**config.mk**
```make
export PLATFORM = sky130hd
export DESIGN_NAME = uart_duplex
export DESIGN_NICKNAME = d
export VERILOG_FILES = /design/src/rtl/uart_duplex.sv
export SDC_FILE = /design/constraint.sdc
export NUM_CORES = 1
export LEC_CHECK = 0
export ABC_AREA = 1
export CAP_MARGIN = 25
export CORE_MARGIN = 3
export CORE_UTILIZATION = 44
export CTS_CLUSTER_DIAMETER = 40
export DETAILED_ROUTE_END_ITERATION = 6
export SYNTH_ARGS = -nofsm -noshare
export SYNTH_HDL_FRONTEND = slang
export SYNTH_SLANG_ARGS = --single-unit
```
**constraint.sdc**
```tcl
create_clock -name clock -period 4.1 [get_ports clock]
set_input_delay 0.82 -clock clock [delete_from_list [all_inputs] [get_ports clock]]
set_output_delay 0.82 -clock clock [all_outputs]
set_load 0.03 [all_outputs]
```
**src/rtl/uart_duplex.sv**
```systemverilog
`timescale 1ns/1ps
`default_nettype none
// ============================================================================
// Module   : uart_duplex
// Brief    : 8-bit UART transmitter looped back into a 16x-oversampling UART
//            receiver, with parity generation/checking and frame error flags.
// Revision : 1.0 - initial release
// ============================================================================
module uart_duplex #(
    parameter int CLK_FREQ   = 50_000_000,
    parameter int OVERSAMPLE = 16
) (
    input  logic       clock,
    input  logic       reset_n,
    input  logic       send,
    input  logic [1:0] parity_type,
    input  logic [1:0] baud_rate,
    input  logic [7:0] data_in,
    output logic       tx_active_flag,
    output logic       tx_done_flag,
    output logic       rx_active_flag,
    output logic       rx_done_flag,
    output logic [2:0] error_flag,
    output logic [7:0] data_out
);

    localparam int c_TW = (OVERSAMPLE > 1) ? $clog2(OVERSAMPLE) : 1;

    localparam logic [c_TW-1:0] c_TICK_LAST = c_TW'(OVERSAMPLE - 1);
    localparam logic [c_TW-1:0] c_TICK_MID  = c_TW'(OVERSAMPLE / 2 - 1);
    localparam logic [c_TW-1:0] c_TICK_ONE  = c_TW'(1);

    localparam logic [15:0] c_DIV_2400  = 16'((CLK_FREQ + (2400  * OVERSAMPLE) / 2) / (2400  * OVERSAMPLE));
    localparam logic [15:0] c_DIV_4800  = 16'((CLK_FREQ + (4800  * OVERSAMPLE) / 2) / (4800  * OVERSAMPLE));
    localparam logic [15:0] c_DIV_9600  = 16'((CLK_FREQ + (9600  * OVERSAMPLE) / 2) / (9600  * OVERSAMPLE));
    localparam logic [15:0] c_DIV_19200 = 16'((CLK_FREQ + (19200 * OVERSAMPLE) / 2) / (19200 * OVERSAMPLE));

    localparam logic [2:0] c_ST_IDLE   = 3'd0;
    localparam logic [2:0] c_ST_START  = 3'd1;
    localparam logic [2:0] c_ST_DATA   = 3'd2;
    localparam logic [2:0] c_ST_PARITY = 3'd3;
    localparam logic [2:0] c_ST_STOP   = 3'd4;

    // Frame settings latched at TX start, shared by both directions
    logic [15:0]     r_div;
    logic [1:0]      r_par_type;
    logic [7:0]      r_tx_data;

    logic [2:0]      r_tx_state;
    logic [15:0]     r_tx_baud;
    logic [c_TW-1:0] r_tx_tick;
    logic [2:0]      r_tx_bit;
    logic            r_tx_line;
    logic            r_tx_active;
    logic            r_tx_done;

    logic [2:0]      r_rx_state;
    logic [15:0]     r_rx_baud;
    logic [c_TW-1:0] r_rx_tick;
    logic [2:0]      r_rx_bit;
    logic [7:0]      r_rx_shift;
    logic            r_rx_line_d;
    logic            r_rx_active;
    logic            r_rx_done;
    logic [2:0]      r_err;
    logic [7:0]      r_data_out;

    logic [15:0]     w_div_sel;
    logic [15:0]     w_div_last;
    logic            w_tx_tick;
    logic            w_rx_tick;
    logic            w_line;
    logic            w_tx_par;
    logic            w_tx_bit_val;
    logic            w_tx_next_val;
    logic            w_rx_par_exp;
    logic            w_par_chk;

    assign w_line     = r_tx_line;
    assign w_div_last = r_div - 16'd1;
    assign w_tx_tick  = (r_tx_baud == w_div_last);
    assign w_rx_tick  = (r_rx_baud == w_div_last);
    assign w_par_chk  = (r_par_type == 2'b01) || (r_par_type == 2'b10);
    assign w_rx_par_exp = (r_par_type == 2'b01) ? ~^r_rx_shift : ^r_rx_shift;

    always_comb begin
        w_div_sel = c_DIV_2400;
        case (baud_rate)
            2'b00:   w_div_sel = c_DIV_2400;
            2'b01:   w_div_sel = c_DIV_4800;
            2'b10:   w_div_sel = c_DIV_9600;
            default: w_div_sel = c_DIV_19200;
        endcase
    end

    always_comb begin
        w_tx_par = 1'b1;
        case (r_par_type)
            2'b01:   w_tx_par = ~^r_tx_data;
            2'b10:   w_tx_par = ^r_tx_data;
            default: w_tx_par = 1'b1;
        endcase
    end

    // Level of the bit being sent now, and of the bit that follows it
    always_comb begin
        w_tx_bit_val  = 1'b1;
        w_tx_next_val = 1'b1;
        case (r_tx_state)
            c_ST_START: begin
                w_tx_bit_val  = 1'b0;
                w_tx_next_val = r_tx_data[0];
            end
            c_ST_DATA: begin
                w_tx_bit_val  = r_tx_data[r_tx_bit];
                w_tx_next_val = (r_tx_bit == 3'd7) ? w_tx_par : r_tx_data[r_tx_bit + 3'd1];
            end
            c_ST_PARITY: begin
                w_tx_bit_val  = w_tx_par;
                w_tx_next_val = 1'b1;
            end
            default: begin
                w_tx_bit_val  = 1'b1;
                w_tx_next_val = 1'b1;
            end
        endcase
    end

    // reset_n is active-high despite its name
    always_ff @(posedge clock or posedge reset_n) begin
        if (reset_n) begin
            r_div       <= c_DIV_2400;
            r_par_type  <= 2'b00;
            r_tx_data   <= 8'h00;
            r_tx_state  <= c_ST_IDLE;
            r_tx_baud   <= '0;
            r_tx_tick   <= '0;
            r_tx_bit    <= '0;
            r_tx_line   <= 1'b1;
            r_tx_active <= 1'b0;
            r_tx_done   <= 1'b0;
        end else begin
            case (r_tx_state)
                c_ST_IDLE: begin
                    r_tx_line <= 1'b1;
                    if (send) begin
                        r_tx_state  <= c_ST_START;
                        r_div       <= w_div_sel;
                        r_par_type  <= parity_type;
                        r_tx_data   <= data_in;
                        r_tx_baud   <= '0;
                        r_tx_tick   <= '0;
                        r_tx_bit    <= '0;
                        r_tx_line   <= 1'b0;
                        r_tx_active <= 1'b1;
                        r_tx_done   <= 1'b0;
                    end
                end
                default: begin
                    r_tx_baud <= w_tx_tick ? 16'd0 : r_tx_baud + 16'd1;
                    r_tx_line <= w_tx_bit_val;
                    if (w_tx_tick) begin
                        if (r_tx_tick == c_TICK_LAST) begin
                            r_tx_tick <= '0;
                            r_tx_line <= w_tx_next_val;
                            case (r_tx_state)
                                c_ST_START: begin
                                    r_tx_state <= c_ST_DATA;
                                    r_tx_bit   <= '0;
                                end
                                c_ST_DATA: begin
                                    if (r_tx_bit == 3'd7) begin
                                        r_tx_state <= c_ST_PARITY;
                                    end else begin
                                        r_tx_bit <= r_tx_bit + 3'd1;
                                    end
                                end
                                c_ST_PARITY: begin
                                    r_tx_state <= c_ST_STOP;
                                end
                                default: begin
                                    r_tx_state  <= c_ST_IDLE;
                                    r_tx_active <= 1'b0;
                                    r_tx_done   <= 1'b1;
                                end
                            endcase
                        end else begin
                            r_tx_tick <= r_tx_tick + c_TICK_ONE;
                        end
                    end
                end
            endcase
        end
    end

    // Receiver runs its own baud counter, phased to the detected start edge
    always_ff @(posedge clock or posedge reset_n) begin
        if (reset_n) begin
            r_rx_state  <= c_ST_IDLE;
            r_rx_baud   <= '0;
            r_rx_tick   <= '0;
            r_rx_bit    <= '0;
            r_rx_shift  <= 8'h00;
            r_rx_line_d <= 1'b1;
            r_rx_active <= 1'b0;
            r_rx_done   <= 1'b0;
            r_err       <= 3'b000;
            r_data_out  <= 8'h00;
        end else begin
            r_rx_line_d <= w_line;
            case (r_rx_state)
                c_ST_IDLE: begin
                    if (r_rx_line_d && !w_line) begin
                        r_rx_state  <= c_ST_START;
                        r_rx_baud   <= '0;
                        r_rx_tick   <= '0;
                        r_rx_bit    <= '0;
                        r_rx_active <= 1'b1;
                        r_rx_done   <= 1'b0;
                        r_err       <= 3'b000;
                    end
                end
                c_ST_START: begin
                    r_rx_baud <= w_rx_tick ? 16'd0 : r_rx_baud + 16'd1;
                    if (w_rx_tick) begin
                        if (r_rx_tick == c_TICK_MID) begin
                            r_rx_tick <= '0;
                            if (w_line) begin
                                r_err[1]    <= 1'b1;
                                r_rx_state  <= c_ST_IDLE;
                                r_rx_active <= 1'b0;
                            end else begin
                                r_rx_state <= c_ST_DATA;
                            end
                        end else begin
                            r_rx_tick <= r_rx_tick + c_TICK_ONE;
                        end
                    end
                end
                default: begin
                    r_rx_baud <= w_rx_tick ? 16'd0 : r_rx_baud + 16'd1;
                    if (w_rx_tick) begin
                        if (r_rx_tick == c_TICK_LAST) begin
                            r_rx_tick <= '0;
                            case (r_rx_state)
                                c_ST_DATA: begin
                                    r_rx_shift <= {w_line, r_rx_shift[7:1]};
                                    r_rx_bit   <= r_rx_bit + 3'd1;
                                    if (r_rx_bit == 3'd7) begin
                                        r_rx_state <= c_ST_PARITY;
                                    end
                                end
                                c_ST_PARITY: begin
                                    if (w_par_chk && (w_line != w_rx_par_exp)) begin
                                        r_err[0] <= 1'b1;
                                    end
                                    r_rx_state <= c_ST_STOP;
                                end
                                default: begin
                                    r_err[2]    <= ~w_line;
                                    r_data_out  <= r_rx_shift;
                                    r_rx_done   <= 1'b1;
                                    r_rx_active <= 1'b0;
                                    r_rx_state  <= c_ST_IDLE;
                                end
                            endcase
                        end else begin
                            r_rx_tick <= r_rx_tick + c_TICK_ONE;
                        end
                    end
                end
            endcase
        end
    end

    assign tx_active_flag = r_tx_active;
    assign tx_done_flag   = r_tx_done;
    assign rx_active_flag = r_rx_active;
    assign rx_done_flag   = r_rx_done;
    assign error_flag     = r_err;
    assign data_out       = r_data_out;

endmodule
`default_nettype wire

```
; Yosys cells after proc, flatten, opt, wreduce, memory -nomap -nowiden
; Index checks and enable logic that the tools add are counted.
[word_totals]
reg_bits = 103
output_inout_bits = 15
[classes]
addsub = 7
order_cmp = 2
eq_ne = 29
mux = 92
bitwise_logic = 4
reduce_logical = 38
[ops]
columns = operator, n
row1 = two-way mux 16 bit, 6
row2 = two-way mux 3 bit, 20
row3 = two-way mux 1 bit, 39
row4 = two-way mux 4 bit, 9
row5 = one-hot mux 11 bit (3 select lines), 1
row6 = "adder 16 x 1 -> 16 bit, second input constant", 2
row7 = equality test 16 bit, 2
row8 = one-hot mux 3 bit (2 select lines), 4
row9 = AND reduction 5 bit, 4
row10 = AND reduction 4 bit, 4
row11 = nonzero test 2 bit, 8
row12 = XNOR reduction 8 bit, 2
row13 = XOR reduction 8 bit, 2
row14 = "subtractor 16 x 1 -> 16 bit, second input constant", 1
row15 = one-hot mux 1 bit (2 select lines), 7
row16 = "equality test 3 x 2 -> 1 bit, second input constant", 4
row17 = AND reduction 6 bit, 2
row18 = "inequality test 2 bit, second input constant", 5
row19 = one-hot mux 3 bit (3 select lines), 1
row20 = "adder 4 x 1 -> 4 bit, second input constant", 2
row21 = "equality test 4 bit, second input constant", 2
row22 = "less-than comparator 3 x 4 -> 1 bit, second input constant", 2
row23 = one-hot mux 4 bit (2 select lines), 1
row24 = AND reduction 7 bit, 1
row25 = other kinds (25), 41

; Depth between registers and ports, before layout
[logic_depth]
word_depth = 9
depth_mapped = 13

; Worst setup path before layout
; Ideal clock, no wire load.
[synth_timing]
path_type = register to register
from = register r_tx_baud[0]
to = register r_tx_baud[14]
arrival_ps = 1532
slack_ps = 2450
path_stages_with_launch = 10
n_path_buf = 0
period_less_slack_ps = 1650
path_cell_list = dfrtp_1 > ha_1 > nand3_2 > nor3_4 > nand4_2 > nor2_2 > nand3_2 > or2_0 > nand3_1 > nand2_1
[synth_via]
elab_chain_len = 3
word_cells_on_any_way = 4
[synth_lines]
columns = item, line
row1 = start: declaration, 50  ; logic [15:0] r_tx_baud;
row2 = start signal: assignment, 160  ; r_tx_baud <= w_tx_tick ? 16'd0 : r_tx_baud + 16'd1;
row3 = adder 16 x 1 -> 16 bit or equality test 16 bit (tied branches), "160, 81"
row4 = two-way mux 16 bit *, 160
row5 = two-way mux 16 bit *, 143  ; case (r_tx_state)
; Mark *: on every way between the ends. The rest lies on a longest branch, timed or not.
; A chain may end at the register's enable or synchronous reset.

; Worst setup path after layout
[layout_timing]
from = register r_tx_done, in the netlist tx_done_flag
to = output port tx_done_flag
[layout_rtl]
columns = item, line
row1 = start: declaration, 55  ; logic r_tx_done;
row2 = start signal: assignment, 141  ; r_tx_done <= 1'b0;
row3 = start signal: assignment, 156  ; r_tx_done <= 1'b0;
row4 = start signal: assignment, 184  ; r_tx_done <= 1'b1;
row5 = end: declaration, 20  ; output logic tx_done_flag,
; No word-level cell between the ends.

==> results.py <==
metrics = {
    "die": {
        "die_height_um": 116.4,
        "start_util_pct": 46.00,
        "rows": 39,
        "dieArea_sq_mm": 0.01355,
        "core-area_sq_mm": 0.01166,
        "chipWidth_um": 116.4,
        "boundaryPins": 30,
    },
    "timing": {
        "finalMaxSlewViolations": 0,
        "setup_viol": 0,
        "slew_headroom_pct": 63.52,
        "fin_crit_ps": 2205,
        "period_share_pct": 53.78,
        "fin_worst_skew_ps": 5.378,
        "worst_pin_slew_ps": 545.1,
        "rsz0062_at_grt": "no",
        "fmax_ghz": 0.4535,
        "fin_setup_tns_ps": 0,
        "hold_violations": 0,
    },
    "logic_synthesis": {
        "synthArstFlopShare_pct": 100.0,
        "synth_edf_count": 0,
        "synth_top_cell_area_share_pct": 41.51,
        "ys_types": 42,
        "synth_area_per_cell_sq_um": 7.798,
        "yosys.area_share.adder_pct": 2.332,
        "synth_compound_area_share_pct": 12.17,
        "ys_ff_latch": 93,
        "yosys.area_share.simple_pct": 30.27,
        "synth_top_family_by_area": "simple AND/OR/NAND/NOR gates",
        "yosys_warnings": 0,
        "ys_seq_area_share_pct": 43.47,
        "yosys.area.top_type": "dfrtp_1",
        "synthesis.area_sq_mm": 0.005365,
        "synthMuxAreaShare_pct": 0,
        "synthFlopType": "dfrtp_1",
        "synth_nets": 713,
        "syn_inst": 688,
        "synth_area_leaders": "dfrtp_1, nand2_1, inv_1",
        "synth-xor-area-share_pct": 3.755,
    },
    "clocking": {
        "clock-root-buffer": "clkbuf_16",
        "cts_resized": 0,
        "cts_hold_buf": 0,
        "clkTransAtPathRegs_ps": 70,
        "clock_path_buffers": 2,
        "clk_latency_ps": 350,
        "cts_setup_buffers": 0,
        "numCtsBuffers": 9,
        "ctsHtreeMaxLevel": 3,
        "cts_tree": "yes",
        "clkSinkCount": 93,
    },
    "worst_setup_path": {
        "worstPathCellList": "clkdlybuf4s50_1",
        "endpoint": "tx_done_flag",
        "crit_path_start_kind": "flop",
        "reg2reg_to": "r_rx_state[0]$_DFFE_PP0P_",
        "crit_start": "tx_done_flag$_DFFE_PP0P_",
        "reg2reg_slack_ps": 2210,
        "critical_path.top_delay_family": "buffers and inverters",
        "reg2reg_depth": 11,
        "slowest_delay_ps": 680,
        "r2r-start": "r_div[8]$_DFFE_PP1P_",
        "path_class": "reg -> out",
        "cp.required_ps": 3280,
        "cp.depth": 1,
        "arrival_ps": 1390,
        "crit_path_max_fanout": 2,
        "cp-end-kind": "output port",
        "crit_buf_inv": 1,
        "crit_slowest_cell": "clkdlybuf4s50_1",
    },
    "grt": {
        "grt_pass1_wl_mm": 20.38,
        "antenna_found_initial": 0,
        "overflow": 0,
        "grt_max_degree": 94,
        "globalRouteTotalUtil_pct": 18.79,
        "grt_pass1_vias": 4416,
    },
    "cells_and_area": {
        "antenna_cells": 0,
        "drive_above_1_share_pct": 11.31,
        "fill_cells": 1144,
        "utilization_pct": 52.71,
        "area_growth_pct": 14.58,
        "layout.nets": 745,
    },
    "routing": {
        "vias": 4495,
        "first_pass_iters": 4,
        "drc": 0,
        "wirelength_mm": 11.47,
        "detail-route-antenna-nets": 0,
        "vias_per_cell": 5.179,
        "drtIter0Drc": 169,
        "wl_per_cell_um": 13.21,
    },
    "placement": {
        "placement.io_buffers": 29,
        "routabilityCongestion": 0.8504,
        "dp_hpwl_mm": 8.367,
    },
    "status": {
        "outcome": "complete, no violations",
    },
    "flow_run": {
        "timing.max_cap.violations": 0,
    },
    "pwr": {
        "power-per-cell-area_mw_per_mm2": 653.4,
        "irDropWorstVdd_uv": 452.1,
        "p_leak_nw": 2.973,
    },
    "worst_hold_path": {
        "hp-class": "reg -> reg",
    },
}
[cell type report]
| cell class | instances | area [sq um] | share of cell area [%] |
|---|---|---|---|
| flip-flops and latches | 93 | 2332 | 37.94 |
| multi-input cells | 490 | 2604 | 42.36 |
| clock inverters | 3 | 90.09 | 1.465 |
| well taps | 143 | 178.9 | 2.911 |
| clock buffers | 13 | 270.3 | 4.396 |
| inverters | 96 | 361.6 | 5.882 |
| repair buffers | 30 | 310.3 | 5.048 |
[Yosys cell counts, types with 6 or more instances]
library cell,instances
ha_1,10
nand3_1,49
o21ai_1,19
a21oi_1,15
o21ai_2,6
nor3_1,11
dfrtp_1,89
nor2_1,42
nand2_1,194
nand2_2,6
o21ai_0,46
xnor2_1,8
xor2_1,15
nand4_1,8
inv_1,77
inv_2,19
o22ai_1,20
[how the worst min path moves through the flow]
stage,startpoint,to,slack [ps],depth (start not counted)
5_1_grt,r_tx_line$_DFF_PP1_,r_rx_line_d$_DFF_PP1_,430,0
3_5_place_dp,r_tx_line$_DFF_PP1_,r_rx_line_d$_DFF_PP1_,400,0
2_1_floorplan,r_tx_line$_DFF_PP1_,r_rx_line_d$_DFF_PP1_,380,0
4_1_cts,r_tx_line$_DFF_PP1_,r_rx_line_d$_DFF_PP1_,410,0
3_3_place_gp,r_tx_line$_DFF_PP1_,r_rx_line_d$_DFF_PP1_,410,0
6_report,r_tx_line$_DFF_PP1_,r_rx_line_d$_DFF_PP1_,410,0
[layout by cell type, fill, tap and decap left out, types with 2 or more instances in the layout]
cell               n
xnor2_1            8
nand2_2            6
or2_2              3
o21ai_1           19
dfstp_2            4
nor3_1            11
inv_1             76
nor4_1             2
inv_2             19
o21ai_2            6
bufinv_16          3
nand2_8            2
o31ai_1            3
nand3_2            4
clkdlybuf4s50_1   29
nand4_1            8
o21ai_0           46
nor2_1            42
nand2_1          194
nand3_1           49
dfrtp_1           89
clkbuf_16          9
a21oi_1           15
nor2_4             2
nor2_8             2
a31oi_1            2
xor2_1            15
nand2_4            5
nor2_2             5
o22ai_1           20
ha_1              10
clkbuf_8           3
[power breakdown]
group	total (mW)	switching (mW)	internal, mW
Clock	0.997	0.351	0.646
Combinational	1.68	1.13	0.550
Sequential	1.34	0.213	1.13
Total	4.02	1.69	2.32
[metal layers]
metal  up-vias  global-route usage, %  share of wire [%]
met4         0                  7.657                2.3
met3        19                  3.886                4.0
met1      2104                  24.02                 47
met5         -                      0                  0
met2        77                  31.16                 47
li1       2295                      -                  -
[registers in the layout, indices dropped and copies added (netlist names), 2 cells and up]
signal,count
r_rx_baud,16
r_tx_baud,16
data_out,8
r_rx_shift,8
r_tx_data,8
r_div,6
r_rx_tick,4
r_tx_tick,4
error_flag,3
r_rx_bit,3
r_rx_state,3
r_tx_bit,3
r_tx_state,3
r_par_type,2
[cells by family after synthesis]
kind of cell,Yosys count
AOI/OAI and AO/OA,115
xor gates and xnor gates,23
adders and majority gates,10
buffers and inverters,105
DFF,93
and+or+nand+nor,342
[through the flow]
| step | hold WS [ps] | power [mW] | cells | area (sq um) | worst slack [ps] |
|---|---|---|---|---|---|
| CTS | 410.9 | 4.066 | 868 | 6147 | 1874 |
| global placement | 406.8 | 3.015 | 852 | 5787 | 1869 |
| detailed placement | 403.0 | 3.049 | 852 | 5787 | 1850 |
| floorplan | 379.9 | 2.664 | 688 | 5365 | 866.3 |
| global route | 428.2 | 4.356 | 868 | 6147 | 1843 |
| finish | 409.9 | 4.017 | 868 | 6147 | 1895 |
(Power assumes the default switching activity.)
